===== config.mk =====
export PLATFORM = sky130hd
export DESIGN_NAME = dmem_arbiter
export DESIGN_NICKNAME = d
export VERILOG_FILES = /design/src/rtl/dmem_arbiter.sv
export SDC_FILE = /design/constraint.sdc
export NUM_CORES = 1
export LEC_CHECK = 0
export CELL_PAD_IN_SITES_DETAIL_PLACEMENT = 1
export CELL_PAD_IN_SITES_GLOBAL_PLACEMENT = 2
export CORE_AREA = 2 2 230 232
export CTS_CLUSTER_SIZE = 10
export DETAILED_ROUTE_END_ITERATION = 16
export DIE_AREA = 0 0 232 234
export DONT_BUFFER_PORTS = 1
export PLACE_DENSITY_LB_ADDON = 0.25
export SLEW_MARGIN = 5
export SYNTH_ARGS = -nofsm -noshare
export SYNTH_HDL_FRONTEND = slang
export SYNTH_SLANG_ARGS = --single-unit

===== constraint.sdc =====
create_clock -name clk -period 4.25 [get_ports clk]
set_input_delay 1.0625 -clock clk [delete_from_list [all_inputs] [get_ports clk]]
set_output_delay 1.0625 -clock clk [all_outputs]
set_load 0.1 [all_outputs]

===== src/rtl/dmem_arbiter.sv =====
// Two-requester arbiter for the single-ported 64-bit data memory. Requester 0 has fixed priority,
// and a starvation counter forces a grant to requester 1. Illegal addresses return an error response.
module dmem_arbiter #(
    parameter int unsigned MEM_BYTES    = 1024,
    parameter int unsigned STARVE_LIMIT = 4
) (
    input  logic        clk,
    input  logic        rst_n,
    input  logic        r0_req,
    input  logic        r0_we,
    input  logic [63:0] r0_addr,
    input  logic [63:0] r0_wdata,
    output logic        r0_gnt,
    output logic        r0_done,
    output logic        r0_err,
    output logic [63:0] r0_rdata,
    input  logic        r1_req,
    input  logic        r1_we,
    input  logic [63:0] r1_addr,
    input  logic [63:0] r1_wdata,
    output logic        r1_gnt,
    output logic        r1_done,
    output logic        r1_err,
    output logic [63:0] r1_rdata,
    output logic [63:0] mem_address,
    output logic [63:0] mem_write_data,
    output logic        mem_read,
    output logic        mem_write,
    input  logic [63:0] mem_read_data
);

    localparam logic [63:0] MAX_ADDR   = 64'(MEM_BYTES - 8);
    localparam logic [7:0]  STARVE_LIM = 8'(STARVE_LIMIT);
    localparam logic [7:0]  STARVE_MAX = 8'd255;

    typedef enum logic [1:0] {IDLE, SERVE, RESP} state_t;

    state_t      state;
    logic        lat_we;
    logic        lat_id;
    logic [63:0] lat_addr;
    logic [63:0] lat_wdata;
    logic [7:0]  starve_cnt;
    logic        pick1;
    logic        legal;

    // Arbitration is open in IDLE and RESP; memory strobes only in SERVE, gated by reset
    always_comb begin
        pick1          = r1_req && ((starve_cnt >= STARVE_LIM) || !r0_req);
        r1_gnt         = (state != SERVE) && pick1;
        r0_gnt         = (state != SERVE) && r0_req && !pick1;
        legal          = (lat_addr <= MAX_ADDR) && (lat_addr[2:0] == 3'b000);
        mem_address    = 64'd0;
        mem_write_data = 64'd0;
        mem_read       = 1'b0;
        mem_write      = 1'b0;
        if (state == SERVE && rst_n) begin
            mem_address    = lat_addr;
            mem_write_data = lat_wdata;
            mem_write      = legal && lat_we;
            mem_read       = legal && !lat_we;
        end
    end

    always_ff @(posedge clk) begin
        if (!rst_n) begin
            state      <= IDLE;
            starve_cnt <= 8'd0;
            lat_we     <= 1'b0;
            lat_id     <= 1'b0;
            lat_addr   <= 64'd0;
            lat_wdata  <= 64'd0;
            r0_done    <= 1'b0;
            r0_err     <= 1'b0;
            r0_rdata   <= 64'd0;
            r1_done    <= 1'b0;
            r1_err     <= 1'b0;
            r1_rdata   <= 64'd0;
        end else begin
            r0_done <= 1'b0;
            r0_err  <= 1'b0;
            r1_done <= 1'b0;
            r1_err  <= 1'b0;

            if (!r1_req || r1_gnt) begin
                starve_cnt <= 8'd0;
            end else if (starve_cnt != STARVE_MAX) begin
                starve_cnt <= starve_cnt + 8'd1;
            end

            case (state)
                IDLE, RESP: begin
                    if (r1_gnt) begin
                        lat_we    <= r1_we;
                        lat_id    <= 1'b1;
                        lat_addr  <= r1_addr;
                        lat_wdata <= r1_wdata;
                        state     <= SERVE;
                    end else if (r0_gnt) begin
                        lat_we    <= r0_we;
                        lat_id    <= 1'b0;
                        lat_addr  <= r0_addr;
                        lat_wdata <= r0_wdata;
                        state     <= SERVE;
                    end else begin
                        state <= IDLE;
                    end
                end
                SERVE: begin
                    state <= RESP;
                    if (lat_id) begin
                        r1_done <= 1'b1;
                        r1_err  <= !legal;
                        if (!legal) begin
                            r1_rdata <= 64'd0;
                        end else if (!lat_we) begin
                            r1_rdata <= mem_read_data;
                        end
                    end else begin
                        r0_done <= 1'b1;
                        r0_err  <= !legal;
                        if (!legal) begin
                            r0_rdata <= 64'd0;
                        end else if (!lat_we) begin
                            r0_rdata <= mem_read_data;
                        end
                    end
                end
                default: state <= IDLE;
            endcase
        end
    end

endmodule


==> results of run 1 <==
-- flip-flops by register name, summed over array words and instances (netlist names) --
| name | count |
|---|---|
| lat_wdata | 64 |
| lat_id | 1 |
| r1_rdata | 64 |
| starve_cnt | 8 |
| r0_err | 1 |
| r0_rdata | 64 |
| r0_done | 1 |
| r1_done | 1 |
| lat_addr | 64 |
| state | 2 |
| r1_err | 1 |
| lat_we | 1 |
-- per-layer routing --
metal	wire length, um	part of all wire	vias to the layer above
met5	0	0	-
met4	1330	0.029	0
met3	3530	0.076	65
met2	23000	0.50	331
met1	18300	0.40	4927
li1	-	-	4868
-- metrics by stage --
stage	util	worst slack, ps
floorplan	-	471
global placement	0.261	863
detailed placement	0.261	864
CTS	0.284	438
global route	0.284	366
finish	0.284	126
-- cells by family after synthesis --
family | after synthesis
and+or+nand+nor | 380
DFF | 272
AOI/OAI and AO/OA | 266
muxes | 258
buffers and inverters | 142
xor gates and xnor gates | 5
adders and majority gates | 2
-- cell type report --
type / count / share of cell area
diodes: 3 / 0.000508
clock buffers: 54 / 0.0725
clock inverters: 8 / 0.00669
inverters: 6 / 0.00152
multi-input cells: 911 / 0.411
flip-flops and latches: 272 / 0.368
well taps: 688 / 0.0582
repair buffers: 145 / 0.0813
-- power by group through the flow --
stage          sequential [W]  combinational (W)  clock (W)
6_report              0.00276           0.000788    0.00304
5_1_grt               0.00278           0.000847    0.00326
4_1_cts               0.00276           0.000798    0.00317
3_5_place_dp          0.00282           0.000795          0
3_3_place_gp          0.00281           0.000789          0
2_1_floorplan         0.00278           0.000668          0
-- path summary, 6_finish.rpt --
| path | depth (start not counted) | from | slack, ps | end |
|---|---|---|---|---|
| worst max-delay path | 2 | rst_n | 130 | mem_address[46] |
| worst min-delay path | 1 | lat_id | 480 | r0_done |
| worst max register to register | 7 | lat_addr[50] | 1120 | r1_rdata[47] |
| worst min register to register | 1 | lat_id | 480 | r0_done |
-- cells in the final DEF, fill, tap and decap left out, types with 13 or more instances in the layout --
master,count
o21ai_0,130
buf_4,136
nand4_1,69
and3_1,130
nand2_1,137
clkbuf_16,38
a21oi_1,131
nor4_1,13
mux2i_1,258
dfxtp_1,272
==> flow_summary_export.csv, run 1 <==
group,metric,value,unit
worst_setup_path,cp-end-kind,"output pin",
min_path,hp-class,"reg -> reg",
synth,synthMuxAreaShare,0.213,
synth,synth_ff_type,"dfxtp_1",
synth,synth.yosys.seq_area_share,0.449,
outcome,violations,"max-slew violations",
power_and_ir_drop,total_power,0.00659,W
floorplanning,dieArea,54300,um2
worst_setup_path,crit_path_max_incr_delay,810,ps
place,place_congestion,0.811,
sta,slew_violations,212,
place,dp_hpwl,31.8,mm
synth,synthMostInstantiatedCell,"dfxtp_1",
final_layout,seq_area,5450,um2
clock_network,path_clk_slew,50,ps
worst_setup_path,crit_family,"simple AND/OR/NAND/NOR gates",
detailed_routing,drt_first_pass_iters,4,
synth,syn_inst,1325,
global_routing,met3_usage,0.0488,
detailed_routing,drc,0,
synth,synth_edf_count,0,
run,max_cap_violations,0,
global_routing,grt_max_degree,454,
global_routing,met2_usage,0.272,
final_layout,fill_cells,5998,
clock_network,cts_setup_buffers,0,
final_layout,fin_cells,2087,
floorplanning,coreArea,52000,um2
synth,synth-adder-area-share,0.00206,
clock_network,htree_levels,2,
clock_network,cts-root-buf,"clkbuf_16",
sta,rsz0062_at_grt,"no",
global_routing,grt_use_total,0.158,
power_and_ir_drop,power_frac_clock,0.461,
clock_network,clock-sinks,272,
synth,yosys_warnings,0,
power_and_ir_drop,p_sw_frac,0.282,
sta,tns,0,ps
worst_setup_path,cp_slowest_cell,"and3_1",
synth,ys_types,32,
place,numPortBuffers,0,
synth,synthSimpleGateAreaFrac,0.165,
power_and_ir_drop,p_seq_frac,0.419,
clock_network,insertion_delay,540,ps
floorplanning,num_io_pins,590,
sta,period_needed,4120,ps
detailed_routing,drtAntennaViolNets,0,
synth,synth_area,12100,um2
sta,relSlewSlack,-0.256,
synth,syn-num-nets,1653,
sta,fin_crit_sh,0.970,
worst_setup_path,crit_required,3190,ps
power_and_ir_drop,p_switching,0.00186,W
sta,final-hold-violation-count,0,
synth,synth_area_leaders,"dfxtp_1 45%, mux2i_1 21%, and3_1 6.7%, a21oi_1 5.4%, o21ai_0 5.4%",
clock_network,cts_resized,0,
floorplanning,row_count,84,
synth,async_flop_share,0,
worst_setup_path,worstSetupStartpointType,"primary input",
detailed_routing,drt_iter0_drc,482,
place,placed_cells,2022,
detailed_routing,route.detailed.wl_per_inst,22.1,um
synth,yosys_register_bits,272,
final_layout,nets,1701,
sta,fin_skew,17.7,ps
global_routing,top_usage_layer,"met2",
detailed_routing,vias,10200,
floorplanning,start_util,0.233,
sta,clock.fmax,242,MHz
final_layout,final_area,14800,um2
global_routing,grt_pass1_wl,65.1,mm
sta,setup-violations-final,0,
final_layout,area_growth,21.8,%
synth,avgSynthCellArea,9.16,um2
power_and_ir_drop,power.leakage,6.95,nW
clock_network,cts_buffer_depth,3,
floorplanning,die_w,232,um
clock_network,cts_tree,"done",
worst_setup_path,crit_type,"in -> out",
worst_setup_path,path_max_fanout,453,
worst_setup_path,worstPathArrival,3060,ps
worst_setup_path,crit_buf_inv,1,
global_routing,first_global_vias,9993,
detailed_routing,wl,46.2,mm
global_routing,use_met1,0.184,
detailed_routing,avgViaCountPerCell,4.88,
synth,yosysTopAreaCellShare,0.449,
synth,synth_top_area_cell,"dfxtp_1",
floorplanning,die_h,234,um
power_and_ir_drop,p_int,0.00473,W
place,post_dp_cell_area,13600,um2
power_and_ir_drop,p_per_area,446,nW/um2
outcome,status,"finished with violations",
global_routing,grt-ovfl-total,0,
synth,synth_top_family_by_area,"multiplexers",
synth,synth-xor-area-share,0.00361,
worst_setup_path,crit_chain,"and3_1 -> buf_4",
sta,hold-worst-slack,485,ps
sta,worst_pin_slew,1880,ps
final_layout,drive_gt1_frac,0.148,
clock_network,numCtsBuffers,37,
synth,synth_compound_area_frac,0.111,
global_routing,antenna_found_initial,3,
power_and_ir_drop,power_frac_comb,0.120,
synth,netlist_top_cells_count,"272 x dfxtp_1, 258 x mux2i_1, 137 x nand2_1, 132 x a21oi_1",
power_and_ir_drop,vdd_drop_max,0.243,mV
final_layout,multi_input_area,6070,um2
clock_network,postCtsHoldBufs,0,
Power figures use the tool's default switching activity.
==> run 2: changes to the inputs <==
Settings changed: PLACE_DENSITY_LB_ADDON 0.25 to 0.2.
==> run 2 against run 1 <==
Against the previous run:
- critical endpoint is now mem_read
- largest power group unchanged
- die area unchanged
- critical path type is now reg -> out
- maximum frequency rose by 14%
- the flow now finishes without violations
- clock skew grew 9.4 ps
- highest routed layer unchanged
- cell count down 0.34%
- total power down 2.0%
- first-iteration DRC count down 11%
- non-clock buffer count decreased by 2
==> flow_summary_export.csv, run 2 (synthesis gave the netlist of run 1 again) <==
group,metric,value,unit
final_layout,drive_gt1_frac,0.147,
clock_network,cts_tree,"done",
power_and_ir_drop,power_frac_clock,0.451,
power_and_ir_drop,power_frac_comb,0.121,
worst_setup_path,path_max_fanout,4,
detailed_routing,wl,46.9,mm
sta,rsz0062_at_grt,"no",
clock_network,cts_buffer_depth,3,
clock_network,htree_levels,2,
sta,tns,0,ps
place,numPortBuffers,0,
detailed_routing,drtAntennaViolNets,0,
detailed_routing,drc,0,
worst_setup_path,timing.rr.start,"lat_addr[50]",
worst_setup_path,crit_required,3190,ps
worst_setup_path,endpoint,"mem_read",
outcome,status,"completed",
sta,fin_skew,27.1,ps
global_routing,antenna_found_initial,0,
floorplanning,num_io_pins,590,
floorplanning,die_h,234,um
final_layout,post-route-util,0.283,
worst_setup_path,reg2reg_depth,7,
min_path,hp-class,"reg -> reg",
power_and_ir_drop,power.leakage,6.92,nW
worst_setup_path,crit_chain,"nor4_1 -> nand2_1 -> nor4_2 -> and2_1 -> nor3b_4 -> buf_12",
worst_setup_path,worstPathArrival,2550,ps
power_and_ir_drop,p_seq_frac,0.429,
floorplanning,dieArea,54300,um2
clock_network,cts-root-buf,"clkbuf_16",
min_path,hp-start,"lat_id",
global_routing,grt_max_degree,454,
power_and_ir_drop,p_per_area,439,nW/um2
sta,final-hold-violation-count,0,
detailed_routing,route.detailed.wl_per_inst,22.6,um
final_layout,nets,1698,
clock_network,path_clk_slew,60,ps
worst_setup_path,cp-end-kind,"output pin",
sta,setup-violations-final,0,
worst_setup_path,r2r_end,"r0_rdata[50]",
final_layout,final_common_cell,"dfxtp_1",
final_layout,final_cell_mix,"272 x dfxtp_1, 258 x mux2i_1, 137 x nand2_1, 133 x buf_4, 131 x a21oi_1",
detailed_routing,avgViaCountPerCell,4.84,
floorplanning,start_util,0.233,
place,dp_hpwl,32.4,mm
worst_setup_path,r2r_slack,1330,ps
final_layout,area_growth,21.2,%
clock_network,insertion_delay,550,ps
clock_network,cts_setup_buffers,0,
sta,worst_pin_slew,1080,ps
sta,period_needed,3610,ps
worst_setup_path,crit_start,"lat_addr[50]",
clock_network,cts_resized,0,
detailed_routing,drt_first_pass_iters,4,
global_routing,grt_pass1_wl,67.6,mm
floorplanning,row_count,84,
global_routing,grt_use_total,0.163,
power_and_ir_drop,p_switching,0.00184,W
detailed_routing,drt_iter0_drc,427,
floorplanning,coreArea,52000,um2
power_and_ir_drop,p_sw_frac,0.285,
clock_network,numCtsBuffers,36,
place,pre_cts_ws,885,ps
global_routing,grt-ovfl-total,0,
power_and_ir_drop,p_int,0.00461,W
clock_network,clock-sinks,272,
worst_setup_path,cp_slowest_cell,"nor4_1",
clock_network,postCtsHoldBufs,0,
detailed_routing,vias,10100,
run,max_cap_violations,0,
place,placed_cells,2020,
place,post_dp_cell_area,13600,um2
power_and_ir_drop,vdd_drop_max,0.246,mV
sta,fin_crit_sh,0.850,
worst_setup_path,crit_path_max_incr_delay,480,ps
floorplanning,die_w,232,um
sta,worst_slack,636,ps
sta,relSlewSlack,0.282,
final_layout,fin_cells,2080,
worst_setup_path,worstSetupStartpointType,"register",
global_routing,first_global_vias,10400,
sta,clock.fmax,277,MHz
worst_setup_path,crit_type,"reg -> out",
final_layout,final_area,14700,um2
place,place_congestion,0.766,
sta,slew_violations,0,
[run 2: metrics by stage]
step / total power [W] / hold slack [ps]
2_1_floorplan: 0.00345 / 427
3_3_place_gp: 0.00360 / 496
6_report: 0.00645 / 487
3_5_place_dp: 0.00361 / 513
4_1_cts: 0.00660 / 506
5_1_grt: 0.00677 / 565
[run 2: worst max-delay path, delay by kind of cell, from the launching register on]
| kind | cells | cell delay, ps |
|---|---|---|
| flops | 1 | 320 |
| simple gates | 5 | 1480 |
| buf+inv | 1 | 210 |
[run 2: worst min-delay path by stage]
stage	endpoint	slack [ps]	cells after the start
floorplan	r0_done	430	1
global placement	r0_done	500	1
detailed placement	r0_done	510	1
CTS	r0_done	510	1
global route	lat_wdata[17]	560	2
finish	r0_done	490	1
[run 2: power groups by stage]
stage	clock, W	combinational [W]	sequential, W
5_1_grt	0.00315	0.000839	0.00278
3_3_place_gp	0	0.000779	0.00282
4_1_cts	0.00304	0.000792	0.00277
3_5_place_dp	0	0.000789	0.00282
2_1_floorplan	0	0.000668	0.00278
6_report	0.00291	0.000778	0.00277
[run 2: final cells by class]
cell class	instances	area [um2]
diodes	1	2.50
clock buffers	51	1040
clock inverters	8	70.1
fillers	5986	37300
inverters	6	22.5
multi-input cells	911	6070
flip-flops and latches	272	5450
well taps	688	861
repair buffers	143	1200
[run 2: per-layer routing]
metal	global-route usage	wire, um	up-vias
met5	0	0	-
met4	0.0539	1200	0
li1	-	-	4852
met3	0.0601	4100	63
met2	0.279	23000	335
met1	0.187	18600	4807
==> edit 1, RTL diff (settings of run 2) <==
Make the reset (`rst_n`) asynchronous in one clocked block.
--- a/src/rtl/dmem_arbiter.sv
+++ b/src/rtl/dmem_arbiter.sv
@@ -62,7 +62,7 @@
         end
     end
 
-    always_ff @(posedge clk) begin
+    always_ff @(posedge clk or negedge rst_n) begin
         if (!rst_n) begin
             state      <= IDLE;
             starve_cnt <= 8'd0;
Check against the original RTL: differs if rst_n is asserted again (counterexample within 4 cycles, from zero or initial values and one cycle with rst_n low); with rst_n held inactive, the same outputs for 4 cycles.
==> edit 1 against run 2 <==
  * The flow now finishes with violations (max-slew violations)
  * Sequential power is 10% higher
  * Worst setup slack worse by 0.48 ns
  * Utilization is 1.9 points higher
  * Critical path type unchanged
  * Sequential share of layout area rose by 6.3 points
  * Combinational power up 94%
  * Wire length down 8.5%
  * Area after synthesis up 7.7%
  * Critical endpoint is now mem_write
  * Highest routed layer unchanged
  * Final area rose by 6.7%
  * Non-clock buffer count decreased by 2
  * Power rose by 15%
  * Sequential cell count unchanged
  * First-iteration DRC count rose by 22%
==> edit 1: results (changes against run 2) <==
CP arrival 3.03 ns (was 2.55 ns); Slew HR -0.208 (was 0.282); Clock Skew 0.0255 ns (was 0.0271 ns); post-DP HPWL 29.9 mm (was 32.4 mm); insertion delay to the later sink of the worst-skew pair 0.54 ns; CTS buffer count 36 (unchanged); final net count 1,569 (was 1,698); gpl congestion 0.774 (was 0.766); Post-Synth Adder-Cell Area 0.00191 (was 0.00206); Vias 9,017 (was 10,100); Synth async-reset ratio 1.00 (was 0); Seq/Total Area, Yosys 0.520 (was 0.449); slowest cell on the critical path nor4_1 (unchanged); final hold vios 0 (unchanged); # port buffers 0 (unchanged); H-tree Lvls 2 (unchanged); most frequent cells after synthesis dfrtp_1 (272), nand2_1 (138), and3_1 (133) (was dfxtp_1 (272), mux2i_1 (258), nand2_1 (137)); leakage 7.65 nW (was 6.92 nW); drt pass-1 iters 4 (unchanged); initial antenna violation count 1 (was 0); max-slew violation count 165 (was 0); vias in the first global route 9,301 (was 10,400); Fill cells 5,805 (was 5,986); Post-CTS Setup Inserts 0 (unchanged); largest net degree at the start of global routing 402 (was 454); Crit path largest cell delay 0.50 ns (was 0.48 ns); Synth Area in Compound Gates 0.0529 (was 0.111); post-DR wirelength/cell 22.0 um (was 22.6 um); number of flops mapped to enable cells by yosys 0 (unchanged); failing checks max-slew violations; layout cells sized above 1 0.254 (was 0.147); first-pass GRT wire length 61.4 mm (was 67.6 mm); Max VDD drop 0.194 mV (was 0.246 mV); ys flop type dfrtp_1 (was dfxtp_1); Clk pin slew, worst setup/hold paths 0.06 ns (about the same); status finished, violations left (was finished clean); pre-CTS WS 0.639 ns (was 0.885 ns); mux cell area share after synthesis 0.227 (was 0.213); Yosys cell types 33 (was 32); Max-Cap Viols 0 (unchanged); crit path max fanout 3 (was 4); Ys Warns 0 (unchanged); initial DRC count 521 (was 427); Hold Crit Class in -> async (was reg -> reg); NetSw 2.48 mW (was 1.84 mW); Clock Path Buffers 3 (unchanged); CTS resizes 0 (unchanged); xor-xnor portion of the synthesized cell area 0.00201 (was 0.00361); Root Driver clkbuf_16 (unchanged); Global Route Usage Sum 0.150 (was 0.163); top post-synthesis cells by area dfrtp_1 (52%), mux2i_1 (10%), mux2_4 (6.9%) (was dfxtp_1 (45%), mux2i_1 (21%), and3_1 (6.7%)); post-synthesis net count 1,483 (was 1,653)
[edit 1: cell count changes in the layout (fill, tap and decap cells not counted), sizes merged, moves of 4 or more]
cell,before,now
a21oi,132,3
mux2i,258,130
clkbuf,51,55
nand4,69,4
nor2,14,18
dfrtp,0,272
dfxtp,272,0
and2,4,67
mux2,0,128
[edit 1: final timing paths]
kind | start | end | slack (ns) | cells past startpoint
max in group asynchronous | rst_n | lat_addr[37] | 2.57 | 0
min | rst_n | r1_rdata[50] | 0.22 | 0
max reg2reg | lat_addr[0] | r1_rdata[22] | 0.76 | 7
min reg2reg | lat_wdata[27] | lat_wdata[27] | 0.47 | 2
min in group clk | lat_wdata[27] | lat_wdata[27] | 0.47 | 2
max | lat_addr[0] | mem_write | 0.15 | 5
[edit 1: power groups by stage]
| stage | clock network (mW) | logic (mW) | registers, mW |
|---|---|---|---|
| after floorplan | 0 | 1.24 | 3.03 |
| final | 2.88 | 1.51 | 3.05 |
| after global routing | 3.09 | 1.62 | 3.09 |
| after detailed placement | 0 | 1.54 | 3.10 |
| after global placement | 0 | 1.53 | 3.09 |
| after CTS | 3.00 | 1.54 | 3.05 |
[edit 1: logic make-up after synthesis]
logic type      Yosys count
compound gates          134
xor+xnor                  3
buf+inv                  98
mux                     258
simple gates            388
fa+ha+maj                 2
flops                   272
[edit 1: through the flow]
stage / instances / area (um2) / util / hold slack (ns)
after global routing: 1951 / 15700 / 0.302 / 0.185
after global placement: 1891 / 14600 / 0.281 / 0.454
after detailed placement: 1891 / 14600 / 0.281 / 0.463
after floorplan: 1155 / 13100 / - / 0.442
final: 1951 / 15700 / 0.302 / 0.217
after CTS: 1950 / 15700 / 0.302 / 0.178
[edit 1: critical path, delay by kind of cell (launching register included)]
family / cells / cell delay (ns)
and+or+nand+nor: 4 / 1.73
buffers and inverters: 1 / 0.36
DFF: 1 / 0.40
[edit 1: layout make-up]
| class | count | area, um2 | area share |
|---|---|---|---|
| Tap cell | 688 | 861 | 0.0548 |
| Sequential cell | 272 | 6810 | 0.434 |
| Timing Repair Buffer | 141 | 1130 | 0.0719 |
| Clock inverter | 4 | 27.5 | 0.00175 |
| Clock buffer | 55 | 1060 | 0.0677 |
| Antenna cell | 1 | 2.50 | 0.000159 |
| Inverter | 5 | 20.0 | 0.00128 |
| Multi-Input combinational cell | 785 | 5790 | 0.369 |
[edit 1: layer usage]
metal  track usage  wire length, um  share of wire
met5             0                0              0
met4        0.0499             1110          0.026
met3        0.0529             3890          0.091
met2         0.253            20700           0.48
met1         0.179            17200           0.40
==> edit 2, RTL diff (flow settings as in run 2) <==
Made on the original files. The localparam `STARVE_MAX` goes from 8'd255 to 8'd127.
--- a/src/rtl/dmem_arbiter.sv
+++ b/src/rtl/dmem_arbiter.sv
@@ -31,7 +31,7 @@
 
     localparam logic [63:0] MAX_ADDR   = 64'(MEM_BYTES - 8);
     localparam logic [7:0]  STARVE_LIM = 8'(STARVE_LIMIT);
-    localparam logic [7:0]  STARVE_MAX = 8'd255;
+    localparam logic [7:0]  STARVE_MAX = 8'd127;
 
     typedef enum logic [1:0] {IDLE, SERVE, RESP} state_t;
 
Behaviour: no difference found for any inputs over 4 cycles, from zero or initial values and one cycle with rst_n low; that may be too few to reach the edited logic, so the function may still have changed.
==> edit 2 against run 2 <==
  * Sequential cell count unchanged
  * Wire length grew 2.4%
  * Power increased by 1.2%
  * Maximum frequency is 3.5% lower
  * Final area shrank 0.94%
  * Area after synthesis is 1.5% lower
  * Utilization is 0.26 points lower
  * Worst setup slack worse by 0.13 ns
==> edit 2: results (changes against run 2) <==
Clock Skew 0.0240 ns (was 0.0271 ns); gpl congestion 0.754 (was 0.766); Global Route Usage Sum 0.165 (was 0.163); most frequent cells after synthesis dfxtp_1 (272), mux2i_1 (198), o21ai_0 (184) (was dfxtp_1 (272), mux2i_1 (258), nand2_1 (137)); top post-synthesis cells by area dfxtp_1 (46%), mux2i_1 (17%), o21ai_0 (7.7%) (was dfxtp_1 (45%), mux2i_1 (21%), and3_1 (6.7%)); leakage 6.36 nW (was 6.92 nW); Worst Tran Pin Value 1.36 ns (was 1.08 ns); met3 wire length 3.97 mm (was 4.10 mm); Max VDD drop 0.237 mV (was 0.246 mV); Reg2Reg Depth 6 (was 7); flop2flop setup slack 1.17 ns (was 1.33 ns); Critical R2R Launch state[0] (was lat_addr[50]); Non-Filler Instances 2,088 (was 2,080); M3 GR Usage 0.0580 (was 0.0601); Seq/Total Area, Yosys 0.455 (was 0.449); first-pass GRT wire length 68.4 mm (was 67.6 mm); Worst setup endpoint mem_write (was mem_read); status finished clean (unchanged); final net count 1,703 (was 1,698); layout cells sized above 1 0.151 (was 0.147); Yosys cell types 35 (was 32); Routed met1 length 18.7 mm (was 18.6 mm); met2 global-route usage 0.294 (was 0.279); crit path max fanout 3 (was 4); met2 WL post-DR 24.4 mm (was 23.0 mm); via/cell ratio 4.93 (was 4.84); crit path launch lat_addr[56] (was lat_addr[50]); Placement Cell Area 13,400 um2 (was 13,600 um2); Crit path largest cell delay 0.45 ns (was 0.48 ns)
==> edit 2: cell count changes after synthesis, moves of 7 or more <==
cell	change
clkbuf_1	+15
o21ai_0	+54
nand2_1	-64
o21ai_1	+7
nand3_1	+65
buf_8	-9
mux2i_1	-60
o211ai_1	+61
buf_2	-8
buf_6	+9
nand4_1	-62
==> edit 2: power by group <==
group | internal [mW] | switching (mW)
clock | 1.78 | 1.22
sequential | 2.68 | 0.0872
combinational | 0.226 | 0.545
==> edit 2: per-stage QoR <==
step	utilization	hold WS (ns)	setup WS [ns]	power, mW
final	0.280	0.475	0.504	6.53
after global placement	0.258	0.480	0.680	3.59
after global routing	0.280	0.517	0.262	6.83
after detailed placement	0.258	0.464	0.632	3.60
after CTS	0.280	0.478	0.319	6.67
after floorplan	-	0.427	0.258	3.43
==> edit 2: cell families (layout without fill, tap and decap cells) <==
group,after synthesis,in the layout,share of synthesized area
compound gates,385,385,0.174
simple gates,321,321,0.145
flops,272,272,0.455
mux,198,198,0.166
buf+inv,146,217,0.0543
xor+xnor,4,4,0.00293
fa+ha+maj,2,2,0.00209
other cells,0,1,0
==> edit 2: area by class of cell <==
cell class              count  area [um2]
fillers                  6006       37500
repair buffers            150        1200
diodes                      1        2.50
well taps                 688         861
multi-input cells         910        5900
flip-flops and latches    272        5450
inverters                   5        18.8
clock buffers              56        1060
clock inverters             6        85.1
==> edit 2: worst register-to-register path: stages (launching register included) <==
cell,delay (ns)
dfxtp_1,0.38
nor2b_4,0.61
buf_12,0.34
or2_4,0.22
buf_12,0.58
mux2i_1,0.70
a21oi_1,0.13
